$ cat src/rtl/muldiv_pkg.sv
`default_nettype none
// ============================================================================
//  Module      : muldiv_pkg
//  Description : Shared op encodings, ALU controls, state type and result
//                selection helper for the iterative multiply/divide sequencer.
//  Revision    : 1.0 - initial release
// ============================================================================
package muldiv_pkg;

    // op[1:0] encodings; op[OP_SIGNED_BIT] selects signed operation
    localparam logic [1:0] OP_MUL  = 2'b00;
    localparam logic [1:0] OP_MULH = 2'b01;
    localparam logic [1:0] OP_DIV  = 2'b10;
    localparam logic [1:0] OP_REM  = 2'b11;
    localparam int         OP_SIGNED_BIT = 2;

    // ALU control codes
    localparam logic [3:0] ALU_ADD = 4'b0000;
    localparam logic [3:0] ALU_SUB = 4'b0001;

    // Step counter width: 32 iterations
    localparam int CNT_W = 5;

    typedef enum logic [1:0] {
        ST_IDLE = 2'd0,
        ST_RUN  = 2'd1,
        ST_FIX  = 2'd2,
        ST_DONE = 2'd3
    } muldiv_state_t;

    // acc holds hi (multiply) or rem (divide); shr holds lo or quo
    function automatic logic [31:0] pick_result(input logic [1:0]  kind,
                                                input logic [31:0] acc,
                                                input logic [31:0] shr);
        logic [31:0] sel;
        case (kind)
            OP_MUL:  sel = shr;
            OP_MULH: sel = acc;
            OP_DIV:  sel = shr;
            default: sel = acc;
        endcase
        return sel;
    endfunction

endpackage
`default_nettype wire

$ cat src/rtl/muldiv_sequencer_alu.sv
`default_nettype none
// ============================================================================
//  Module      : alu
//  Description : 32-bit add/subtract ALU with carry-out and status flags.
//                Subtract is A + ~B + 1, so carry=1 means "no borrow".
//  Revision    : 1.0 - initial release
// ============================================================================
module alu
    import muldiv_pkg::*;
(
    input  logic [3:0]  ctrl,
    input  logic [31:0] a,
    input  logic [31:0] b,
    output logic [31:0] sum,
    output logic        carry,
    output logic        overflow,
    output logic        zero,
    output logic        negative
);

    logic        is_sub;
    logic [31:0] b_eff;
    logic [32:0] full;

    // Single adder shared by add and subtract
    always_comb begin
        is_sub   = (ctrl == ALU_SUB);
        b_eff    = is_sub ? ~b : b;
        full     = {1'b0, a} + {1'b0, b_eff} + {32'd0, is_sub};
        sum      = full[31:0];
        carry    = full[32];
        overflow = (a[31] == b_eff[31]) && (sum[31] != a[31]);
        zero     = (sum == 32'd0);
        negative = sum[31];
    end

endmodule
`default_nettype wire

$ cat src/rtl/muldiv_sequencer.sv
`default_nettype none
// ============================================================================
//  Module      : muldiv_sequencer
//  Description : Iterative 32-step shift-add multiplier / restoring divider
//                built around a single shared ALU.
//                Optional macro MULDIV_SIGNED_EN enables signed operation
//                (operand magnitudes at start, sign fix-up in a FIX state).
//  Revision    : 1.0 - initial release
// ============================================================================
module muldiv_sequencer
    import muldiv_pkg::*;
#(
    parameter int XLEN = 32
)(
    input  logic            clk,
    input  logic            rst,
    input  logic            start,
    input  logic [2:0]      op,
    input  logic [XLEN-1:0] a,
    input  logic [XLEN-1:0] b,
    output logic            busy,
    output logic            done,
    output logic [XLEN-1:0] result
);

    muldiv_state_t    state, state_nxt;
    logic [CNT_W-1:0] cnt, cnt_nxt;
    logic [1:0]       kind, kind_nxt;
    logic [XLEN-1:0]  acc, acc_nxt;     // hi / rem
    logic [XLEN-1:0]  shr, shr_nxt;     // lo / quo
    logic [XLEN-1:0]  opnd, opnd_nxt;   // mcand / dvsr
    logic [XLEN-1:0]  result_nxt;

    logic [3:0]       alu_ctrl;
    logic [XLEN-1:0]  alu_a, alu_b, alu_sum;
    logic             alu_carry, alu_ovf, alu_zero, alu_neg;

    logic [XLEN-1:0]  rs;               // partial remainder shifted left by one
    logic [XLEN-1:0]  a_mag, b_mag;

    assign rs = {acc[XLEN-2:0], shr[XLEN-1]};

    // Flags are not needed by the sequencer; op[2] is only meaningful with signed support
    wire unused_flags   = &{1'b0, alu_ovf, alu_zero, alu_neg};
    wire unused_op_sign = op[OP_SIGNED_BIT];

`ifdef MULDIV_SIGNED_EN
    logic fix_r, fix_nxt;               // a sign fix-up cycle is scheduled
    logic neg_r, neg_nxt;               // the final result must be negated
    logic signed_op;

    assign signed_op = op[OP_SIGNED_BIT];
    // In the start cycle the ALU is free and computes 0 - a
    assign a_mag = (signed_op && a[XLEN-1]) ? alu_sum : a;
    assign b_mag = (signed_op && b[XLEN-1]) ? (~b + 1'b1) : b;
`else
    assign a_mag = a;
    assign b_mag = b;
`endif

    alu u_alu (
        .ctrl     (alu_ctrl),
        .a        (alu_a),
        .b        (alu_b),
        .sum      (alu_sum),
        .carry    (alu_carry),
        .overflow (alu_ovf),
        .zero     (alu_zero),
        .negative (alu_neg)
    );

    // ALU operand and control selection for the current cycle
    always_comb begin
        alu_ctrl = ALU_ADD;
        alu_a    = acc;
        alu_b    = opnd;
        case (state)
            ST_RUN: begin
                if (kind[1]) begin
                    alu_ctrl = ALU_SUB;
                    alu_a    = rs;
                end
            end
`ifdef MULDIV_SIGNED_EN
            ST_IDLE, ST_DONE: begin
                alu_ctrl = ALU_SUB;
                alu_a    = '0;
                alu_b    = a;
            end
            ST_FIX: begin
                if (kind == OP_MULH) begin
                    // high word of the 64-bit negate: ~hi + (lo == 0)
                    alu_ctrl = ALU_ADD;
                    alu_a    = ~acc;
                    alu_b    = {{(XLEN-1){1'b0}}, (shr == '0)};
                end else if (kind == OP_REM) begin
                    alu_ctrl = ALU_SUB;
                    alu_a    = '0;
                    alu_b    = acc;
                end else begin
                    alu_ctrl = ALU_SUB;
                    alu_a    = '0;
                    alu_b    = shr;
                end
            end
`endif
            default: ;
        endcase
    end

    // Next-state, datapath step and result capture
    always_comb begin
        state_nxt  = state;
        cnt_nxt    = cnt;
        kind_nxt   = kind;
        acc_nxt    = acc;
        shr_nxt    = shr;
        opnd_nxt   = opnd;
        result_nxt = result;
`ifdef MULDIV_SIGNED_EN
        fix_nxt    = fix_r;
        neg_nxt    = neg_r;
`endif
        case (state)
            ST_IDLE, ST_DONE: begin
                if (start) begin
                    kind_nxt = op[1:0];
                    cnt_nxt  = '0;
`ifdef MULDIV_SIGNED_EN
                    fix_nxt  = signed_op && (a[XLEN-1] || b[XLEN-1]);
                    neg_nxt  = (op[1:0] == OP_REM) ? a[XLEN-1] : (a[XLEN-1] ^ b[XLEN-1]);
`endif
                    if (op[1]) begin
                        if (b == '0) begin
                            // divide by zero: skip the iterations entirely
                            acc_nxt    = a;
                            shr_nxt    = '1;
                            opnd_nxt   = b;
                            result_nxt = pick_result(op[1:0], a, '1);
                            state_nxt  = ST_DONE;
`ifdef MULDIV_SIGNED_EN
                            fix_nxt    = 1'b0;
`endif
                        end else begin
                            acc_nxt   = '0;
                            shr_nxt   = a_mag;
                            opnd_nxt  = b_mag;
                            state_nxt = ST_RUN;
                        end
                    end else begin
                        acc_nxt   = '0;
                        shr_nxt   = b_mag;
                        opnd_nxt  = a_mag;
                        state_nxt = ST_RUN;
                    end
                end else if (state == ST_DONE) begin
                    state_nxt = ST_IDLE;
                end
            end
            ST_RUN: begin
                if (!kind[1]) begin
                    if (shr[0]) begin
                        {acc_nxt, shr_nxt} = {alu_carry, alu_sum, shr[XLEN-1:1]};
                    end else begin
                        {acc_nxt, shr_nxt} = {1'b0, acc, shr[XLEN-1:1]};
                    end
                end else begin
                    if (acc[XLEN-1] || alu_carry) begin
                        acc_nxt = alu_sum;
                        shr_nxt = {shr[XLEN-2:0], 1'b1};
                    end else begin
                        acc_nxt = rs;
                        shr_nxt = {shr[XLEN-2:0], 1'b0};
                    end
                end
                cnt_nxt = cnt + 1'b1;
                if (cnt == {CNT_W{1'b1}}) begin
`ifdef MULDIV_SIGNED_EN
                    if (fix_r) begin
                        state_nxt = ST_FIX;
                    end else begin
                        state_nxt  = ST_DONE;
                        result_nxt = pick_result(kind, acc_nxt, shr_nxt);
                    end
`else
                    state_nxt  = ST_DONE;
                    result_nxt = pick_result(kind, acc_nxt, shr_nxt);
`endif
                end
            end
`ifdef MULDIV_SIGNED_EN
            ST_FIX: begin
                result_nxt = neg_r ? alu_sum : pick_result(kind, acc, shr);
                state_nxt  = ST_DONE;
            end
`endif
            default: state_nxt = ST_IDLE;
        endcase
    end

    // State and datapath registers, cleared by the asynchronous reset
    always_ff @(posedge clk or negedge rst) begin
        if (!rst) begin
            state  <= ST_IDLE;
            cnt    <= '0;
            kind   <= 2'b00;
            acc    <= '0;
            shr    <= '0;
            opnd   <= '0;
            result <= '0;
`ifdef MULDIV_SIGNED_EN
            fix_r  <= 1'b0;
            neg_r  <= 1'b0;
`endif
        end else begin
            state  <= state_nxt;
            cnt    <= cnt_nxt;
            kind   <= kind_nxt;
            acc    <= acc_nxt;
            shr    <= shr_nxt;
            opnd   <= opnd_nxt;
            result <= result_nxt;
`ifdef MULDIV_SIGNED_EN
            fix_r  <= fix_nxt;
            neg_r  <= neg_nxt;
`endif
        end
    end

    assign busy = (state == ST_RUN) || (state == ST_FIX);
    assign done = (state == ST_DONE);

endmodule
`default_nettype wire
$ cat config.mk
export PLATFORM = sky130hd
export DESIGN_NAME = muldiv_sequencer
export DESIGN_NICKNAME = d
export VERILOG_FILES = /design/src/rtl/muldiv_pkg.sv /design/src/rtl/muldiv_sequencer_alu.sv /design/src/rtl/muldiv_sequencer.sv
export SDC_FILE = /design/constraint.sdc
export NUM_CORES = 1
export LEC_CHECK = 0
export CAP_MARGIN = 20
export CORE_ASPECT_RATIO = 0.9
export CORE_MARGIN = 4
export CORE_UTILIZATION = 40
export CTS_BUF_LIST = sky130_fd_sc_hd__clkbuf_16
export CTS_CLUSTER_DIAMETER = 120
export CTS_CLUSTER_SIZE = 24
export DETAILED_ROUTE_END_ITERATION = 6
export GPL_TIMING_DRIVEN = 1
export MAX_ROUTING_LAYER = met4
export SLEW_MARGIN = 20
export SYNTH_ARGS = -nofsm -noshare
export SYNTH_HDL_FRONTEND = slang
export SYNTH_SLANG_ARGS = --single-unit
$ cat constraint.sdc
create_clock -name clk -period 5.05 [get_ports clk]
set_input_delay 0.505 -clock clk [delete_from_list [all_inputs] [get_ports clk]]
set_output_delay 0.505 -clock clk [all_outputs]
set_load 0.03 [all_outputs]
== Word-level counts from Yosys, hierarchy flattened ==
Cells that the tools add are included.

* Register bits: 137
* Input bits: 70
* Output and inout bits: 34

* $add $sub $neg: 3
* Eq/ne operators: 12
* Multiplexer cells: 35
* Bitwise operators: 1
* Reduce and logical (&&, ||, !) cells: 14

{| class="wikitable"
|+ Operator list
! cell !! count
|-
| $mux W32 || 21
|-
| $pmux W32 S2 || 3
|-
| $add A32 B32 Y33 || 1
|-
| $add A33 B1 Y33 || 1
|-
| $logic_not A32 Y1 || 1
|-
| $not A32 Y32 || 1
|-
| $mux W2 || 5
|-
| $pmux W5 S2 || 1
|-
| $eq A2 B2 Y1 const B || 4
|-
| $ne A2 B2 Y1 const B || 4
|-
| $logic_not A2 Y1 || 3
|-
| $reduce_and A2 Y1 || 3
|-
| $reduce_or A2 Y1 || 3
|-
| $add A5 B1 Y5 const B || 1
|-
| $eq A5 B5 Y1 const B || 1
|-
| $mux W5 || 1
|-
| $reduce_and A5 Y1 || 1
|-
| $eq A4 B1 Y1 const B || 1
|-
| $mux W4 || 1
|-
| $pmux W2 S2 || 1
|-
| $ne A3 B3 Y1 const B || 1
|-
| $eq A2 B1 Y1 const B || 1
|-
| $logic_or A1 B1 Y1 || 2
|-
| $mux W1 || 2
|-
| $reduce_bool A2 Y1 || 1
|}

== Depth between registers and ports, before layout ==
* Word-level depth: 12
* Mapped depth: 21

== Modules after synthesis ==
From an unflattened synthesis, not the netlist that was laid out.

* Cells, all modules: 1413
* Area total of the unflattened synthesis: 12012.8 um^2

{| class="wikitable"
|+ By module, submodules not included
! module !! times used !! cells an instance !! area an instance (um^2) !! seq. area each (um^2)
|-
| muldiv_sequencer || 1 || 1090 || 9724.3 || 3428.3
|-
| alu || 1 || 323 || 2288.4 || 0.0
|}

== Worst setup path before layout ==
Ideal clock, no wire load.

* Kind: register to register
* From: register state[0]
* To: register result[2]
* Setup time: 124 ps
* Arrival time: 3984 ps
* Setup slack: 942 ps
* Cell stages (with the launch flop): 16
* Path through: dfrtp_1 -> ha_1 -> buf_2 -> nand2_1 -> clkbuf_1 -> xnor2_1 -> ha_1 -> nand2_2 -> o31a_1 -> or4_4 -> o2111ai_2 -> a21o_4 -> mux2_2 -> a21oi_1 -> a21oi_1 -> a211o_1

* Cells in the longest elaborated chain, start to end: 12
* Elaborated cells on any way between the ends: 23

{| class="wikitable"
|+ Ends and longest elaborated chain
! item !! line !! text
|-
| from (decl) || muldiv_sequencer.sv:26 || <nowiki>muldiv_state_t state, state_nxt;</nowiki>
|-
| from (signal assigned) || muldiv_sequencer.sv:216 || <nowiki>state <= state_nxt;</nowiki>
|-
| $eq A2 B1 Y1 || muldiv_sequencer.sv:77, muldiv_sequencer.sv:124 ||
|-
| $mux W4 || muldiv_sequencer.sv:77 || <nowiki>case (state)</nowiki>
|-
| $eq A4 B1 Y1 || muldiv_sequencer_alu.sv:27 || <nowiki>is_sub = (ctrl == ALU_SUB);</nowiki>
|-
| $mux W32 || muldiv_sequencer_alu.sv:28 || <nowiki>b_eff = is_sub ? ~b : b;</nowiki>
|-
| $add A32 B32 Y33 || muldiv_sequencer_alu.sv:29 || <nowiki>full = {1'b0, a} + {1'b0, b_eff} + {32'd0, is_sub};</nowiki>
|-
| $add A33 B1 Y33 || muldiv_sequencer_alu.sv:29 ||
|-
| $logic_or A1 B1 Y1 || muldiv_sequencer.sv:168 || <nowiki>if (acc[XLEN-1] || alu_carry) begin</nowiki>
|-
| $mux W32 || muldiv_sequencer.sv:168 ||
|-
| $mux W32 || muldiv_sequencer.sv:161 || <nowiki>if (!kind[1]) begin</nowiki>
|-
| $mux W32 || muldiv_pkg.sv:36 || <nowiki>case (kind)</nowiki>
|-
| $mux W32 || muldiv_sequencer.sv:177 || <nowiki>if (cnt == {CNT_W{1'b1}}) begin</nowiki>
|-
| $pmux W32 S2 || muldiv_sequencer.sv:124 || <nowiki>case (state)</nowiki>
|-
| to (signal assigned) || muldiv_sequencer.sv:222 || <nowiki>result <= result_nxt;</nowiki>
|-
| to (decl) || muldiv_sequencer.sv:23 || <nowiki>output logic [XLEN-1:0] result</nowiki>
|}

Parallel ways exist; a longest one is shown, timed or not. The select of a mux whose other input is x is not followed.
A chain may end at the register's enable or synchronous reset.

== Worst setup path in the final report ==
* From: register state[1]
* To: register result[7]

The elaborated chain is that of the path after synthesis.

==> metrics.txt <==
Setup WS post-layout 600.1 ps; RSZ-0062 raised after global routing false; CP required 5400 ps; antenna violations before repair 0; crit path time final 4450 ps; CTS root buf clkbuf_16; syn_nets 1,531; clock sinks 137; Reg-to-Reg Start state[1]; Worst Path Arrival 4800 ps; HP Class in2async; post-DR vias/cell 6.089; GRT Overall Usage 0.2610; nets 1,571; fmax 224.7 MHz; fin. max-slew vios 0; Yosys cell types 78; Max Cap Violations 0; Starting Density 0.4107; Final Hold Vio Count 0; Netlist Area Pre-Place 11,220 sq um; share of cells above drive strength 1 0.07182; Placer Congestion 0.9320; Pre-antenna DRT Iters 5; fin cells 1,830; CTS tree built; number of nets with antenna violations after routing 0; relative slew slack 0.3876; synthesized area per cell 7.879 sq um; TNS Setup 0 ps; Worst Max-Slew Pin Slew 895.4 ps; Die Area 30,800 sq um; Routed WL 39,680 um; yosys warns 0; PostCTS Resize Cnt 0; Seq cells post-synth 137; setup violators final 0; Area growth, synth to finish 16.30%; H-tree levels 4; clk slew on worst S/H paths 60 ps; crit path launch state[1]; critical path class reg2reg; hold buffers post-CTS 0; Tcrit/Tclk final 0.8812; total number of vias 11,143; Die H 166.9 um; CP max FO 64; CORE AREA 27,310 sq um; DRC errors left 0; hpwl dp 29,090 um; DRT iter0 DRCs 1,062; Setup Skew 9.974 ps; crit end category register; CP startpoint kind register; final routed wire length divided by cell count 21.68 um; Synth Flop Type dfrtp_1; vias in the first global route 10,622; EDFF count, synth 0; Ports 104; filler cell count 2,703; Mapped Cells 1,424; Placed Cells 1,799; Worst-Skew Late Latency 430 ps; Synth async-reset ratio 1.000; GRT overflow 0; largest net degree at the start of global routing 95; ant diodes 0; cts bufs inserted 17; first-pass GRT wire length 61,620 um; PortBufs 102; Seq/Total Area, Yosys 0.3056; status finished, final reports clean; pre-CTS WS 694.4 ps; # rows 57; Die Wd 184.5 um; worst-case clock buffer depth 2; number of post-CTS setup repair buffers 0
-- through the flow --
step	hold WS (ps)	util	cell area, sq um
floorplan	209.4	-	11220
global placement	460.6	0.4571	12490
detailed placement	466.5	0.4571	12490
CTS	189.0	0.4777	13050
global route	219.4	0.4777	13050
finish	140.1	0.4777	13050
-- cell usage after synthesis (all sizes together), types with 8 or more instances --
| cell | count | share of area |
|---|---|---|
| buf | 31 | 0.016 |
| xnor2 | 41 | 0.032 |
| a221oi | 27 | 0.023 |
| a32oi | 8 | 0.0062 |
| and3 | 13 | 0.0072 |
| nor2b | 38 | 0.021 |
| a31oi | 17 | 0.0095 |
| nor4 | 9 | 0.0050 |
| and4 | 8 | 0.0062 |
| o221ai | 11 | 0.0086 |
| a21o | 38 | 0.026 |
| nor3 | 24 | 0.011 |
| clkbuf | 78 | 0.026 |
| o21ai | 101 | 0.045 |
| nand3 | 26 | 0.012 |
| ha | 36 | 0.040 |
| xor2 | 13 | 0.010 |
| nand2 | 248 | 0.083 |
| mux2 | 20 | 0.020 |
| nor2 | 96 | 0.032 |
| a211oi | 32 | 0.021 |
| mux2i | 80 | 0.071 |
| dfrtp | 137 | 0.31 |
| inv | 16 | 0.0054 |
| or3 | 19 | 0.011 |
| o211ai | 12 | 0.0080 |
| a21oi | 149 | 0.066 |
| a22oi | 12 | 0.0080 |
-- worst max-delay path, stage by stage (launching register included) --
cell,delay [ps]
dfrtp_1,360
inv_1,80
ha_4,190
nand2_2,80
buf_12,320
xnor2_1,200
fa_1,450
a21o_1,240
a221oi_2,360
o211a_1,370
o2111ai_2,250
a21oi_2,170
buf_4,340
nand2_1,90
a31oi_1,430
a211oi_1,190
o21ai_0,190
-- routing by layer --
| layer | track usage | routed length, um |
|---|---|---|
| met1 | 0.3541 | 17730 |
| met5 | - | 0 |
| met4 | 0.05432 | 683 |
| met3 | 0.03577 | 2245 |
| met2 | 0.4188 | 19020 |
-- placed cells by master, fill, tap and decap left out, drive strengths merged, types with 9 or more instances in the layout --
master,synthesis,routed
clkbuf,78,17
a31oi,17,17
o221ai,11,11
or3,19,19
a22oi,12,12
nor4,9,9
a21o,38,38
a211oi,32,32
buf,31,30
mux2i,80,80
nor2,96,96
nor2b,38,38
clkdlybuf4s50,0,100
nor3,24,24
nand3,26,26
a21oi,149,149
inv,16,18
nand2,248,248
clkinv,2,9
o21ai,101,101
mux2,20,20
dfrtp,137,137
ha,36,36
a221oi,27,27
o211ai,12,12
xor2,13,13
xnor2,41,41
and3,13,13
-- kinds of logic (layout without fill, tap and decap cells) --
kind of cell             after synthesis  count (layout)  share of synthesized area
flip-flops                           137             137                     0.3056
buffers and inverters                127             179                    0.04784
XOR/XNOR                              54              54                    0.04215
adder cells (fa/ha/maj)               37              37                    0.04193
AND/OR/NAND/NOR                      501             501                     0.2012
multiplexers                         100             100                    0.09178
AO/OA/AOI/OAI                        468             468                     0.2695
-- layout make-up --
cell class,instances,area [sq um],share of cell area
clock inverter,14,136.4,0.01045
inverter,18,67.56,0.005178
clock buffer,17,425.4,0.03260
multi-input combinational,1160,7302,0.5596
tap,354,442.9,0.03394
timing repair buffer,130,1242,0.09521
sequential,137,3432,0.2630
-- worst paths after layout --
path                             end  slack [ps]  cells after the start
min in group clk              cnt[4]         480                      2
min                        alu_b[22]         140                      1
max reg2reg                result[7]         600                     16
max                        result[7]         600                     16
max in group asynchronous  alu_b[12]        3670                      2
min reg2reg                   cnt[4]         480                      2
-- registers in the layout, indices dropped and copies added (netlist names) --
name,cells
acc,32
alu_b,32
cnt,5
kind,2
result,32
shr,32
state,2
Power is not shown: default switching activity piles up to over one toggle a cycle in this logic, so the estimate is an artifact.
==> RTL change (same flow settings) <==
The 4 states of `muldiv_state_t` get a one-hot encoding in 4 bits.
--- a/src/rtl/muldiv_pkg.sv
+++ b/src/rtl/muldiv_pkg.sv
@@ -22,9 +22,9 @@
     localparam int CNT_W = 5;
 
-    typedef enum logic [1:0] {
-        ST_IDLE = 2'd0,
-        ST_RUN  = 2'd1,
-        ST_FIX  = 2'd2,
-        ST_DONE = 2'd3
+    typedef enum logic [3:0] {
+        ST_IDLE = 4'b0001,
+        ST_RUN  = 4'b0010,
+        ST_FIX  = 4'b0100,
+        ST_DONE = 4'b1000
     } muldiv_state_t;
 
Behaviour: same outputs for any inputs over 4 cycles, from zero or initial values and one cycle with rst low; so few cycles prove little.
==> RTL change against the unedited design <==
- worst setup slack worse by 0.32 ns
- cell area decreased by 2.4%
- wire length is 2.8% lower
- area after synthesis is 3.6% lower
- sequential cell count grew 1
- count of clock-buffer cells in the layout stayed put
- critical path type unchanged
- largest cell class unchanged
- highest routed layer unchanged
==> RTL change: results (changes against the unedited design) <==
[sta]
fin_skew_ns=0.0184  ; +0.00841 ns
slew_headroom=0.295  ; -0.0926

[grt]
grt_util_met3=0.0438  ; +0.00808
grt_util_all_layers=0.263  ; +0.00222
antenna_found_initial=0  ; unchanged
met2_usage=0.374  ; -0.0444
met1_usage=0.392  ; +0.0382
grt_start_max_net_pins=92  ; -3.2%
grt_first_pass_wirelength_mm=59.6  ; -3.2%
grt_pass1_vias=9913  ; -6.7%

[logic_synthesis]
synthMuxAreaShare=0.129  ; +0.0373
post_synth_xor_area_fraction=0.0494  ; +0.00726
synth_area_leaders=dfrtp_1 32%, mux2i_1 9.3%, a21oi_1 6.9%
synth_compound_area_frac=0.268  ; -0.00106
syn-num-nets=1402  ; -8.4%
ys_seq_area_frac=0.320  ; +0.0140
synthTopCellsByCount=151 x nor2_1, 149 x a21oi_1, 137 x dfrtp_1
avgSynthCellArea_um2=8.33  ; +5.7%
synth_ff_type=dfrtp_1
synth_cell_types=80  ; +2.6%
yosys.area_share.adder=0.0400  ; -0.00189

[placed_design]
pre_cts_ws_ns=0.365  ; -0.329 ns
dp_hpwl_mm=27.5  ; -5.5%
gp_congestion=0.910  ; -2.3%

[clocking]
insertion_delay_ns=0.45  ; +0.02 ns
clkSlewWorstSetupHoldPaths_ns=0.08  ; +0.02 ns

[worst_setup_path]
cp.arrival_ns=5.10  ; +0.30 ns
crit_fanout=36  ; -44%
slowest_stage=and4bb_4
slowest_delay_ns=0.75  ; +0.30 ns
path_delay_family=simple AND/OR/NAND/NOR gates

[cells_and_area]
drive_above_1_share=0.0969  ; +0.0251
nets=1463  ; -6.9%
layout.cells.non_filler=1721  ; -6.0%

[route]
drt-initial-drc-count=1012  ; -4.7%
wl_per_cell_um=22.4  ; +3.4%
vias_per_cell=6.03  ; -1.0%
wl_met1_mm=18.3  ; +3.4%
wl_met3_mm=3.24  ; +44%
wl_met2_mm=16.3  ; -14%
dr.pass1.iters=6  ; +1

[run_status]
status=complete, no violations

-- RTL change: changes by cell type in the layout (fill, tap and decap cells not counted), sizes merged, moves of 11 or more --
cell	change
nand2	-138
nor2	+55
o21ai	+31
xor2	+29
a21o	-27
xnor2	-22
mux2i	+20
nor2b	-20
a211oi	+19
nand3	-18
inv	+17
mux2	+15
or3	-11
-- RTL change: cell type report --
class,count,area [um2],share of cell area
Tap cell,348,435,0.0342
Antenna cell,1,2.50,0.000197
Multi-Input combinational cell,1039,6860,0.539
Sequential cell,138,3460,0.272
Inverter,26,98.8,0.00776
Timing Repair Buffer,137,1320,0.104
Clock inverter,15,131,0.0103
Clock buffer,17,425,0.0334
-- RTL change: worst paths after layout --
kind	from	end	slack, ns	depth (start not counted)
max in group asynchronous	rst	acc[31]	3.74	2
worst min register to register	result[26]	result[26]	0.50	2
worst max-delay path	state[3]	result[27]	0.28	13
min in group clk	result[26]	result[26]	0.50	2
worst max register to register	state[3]	result[27]	0.28	13
worst min-delay path	rst	result[12]	0.11	1
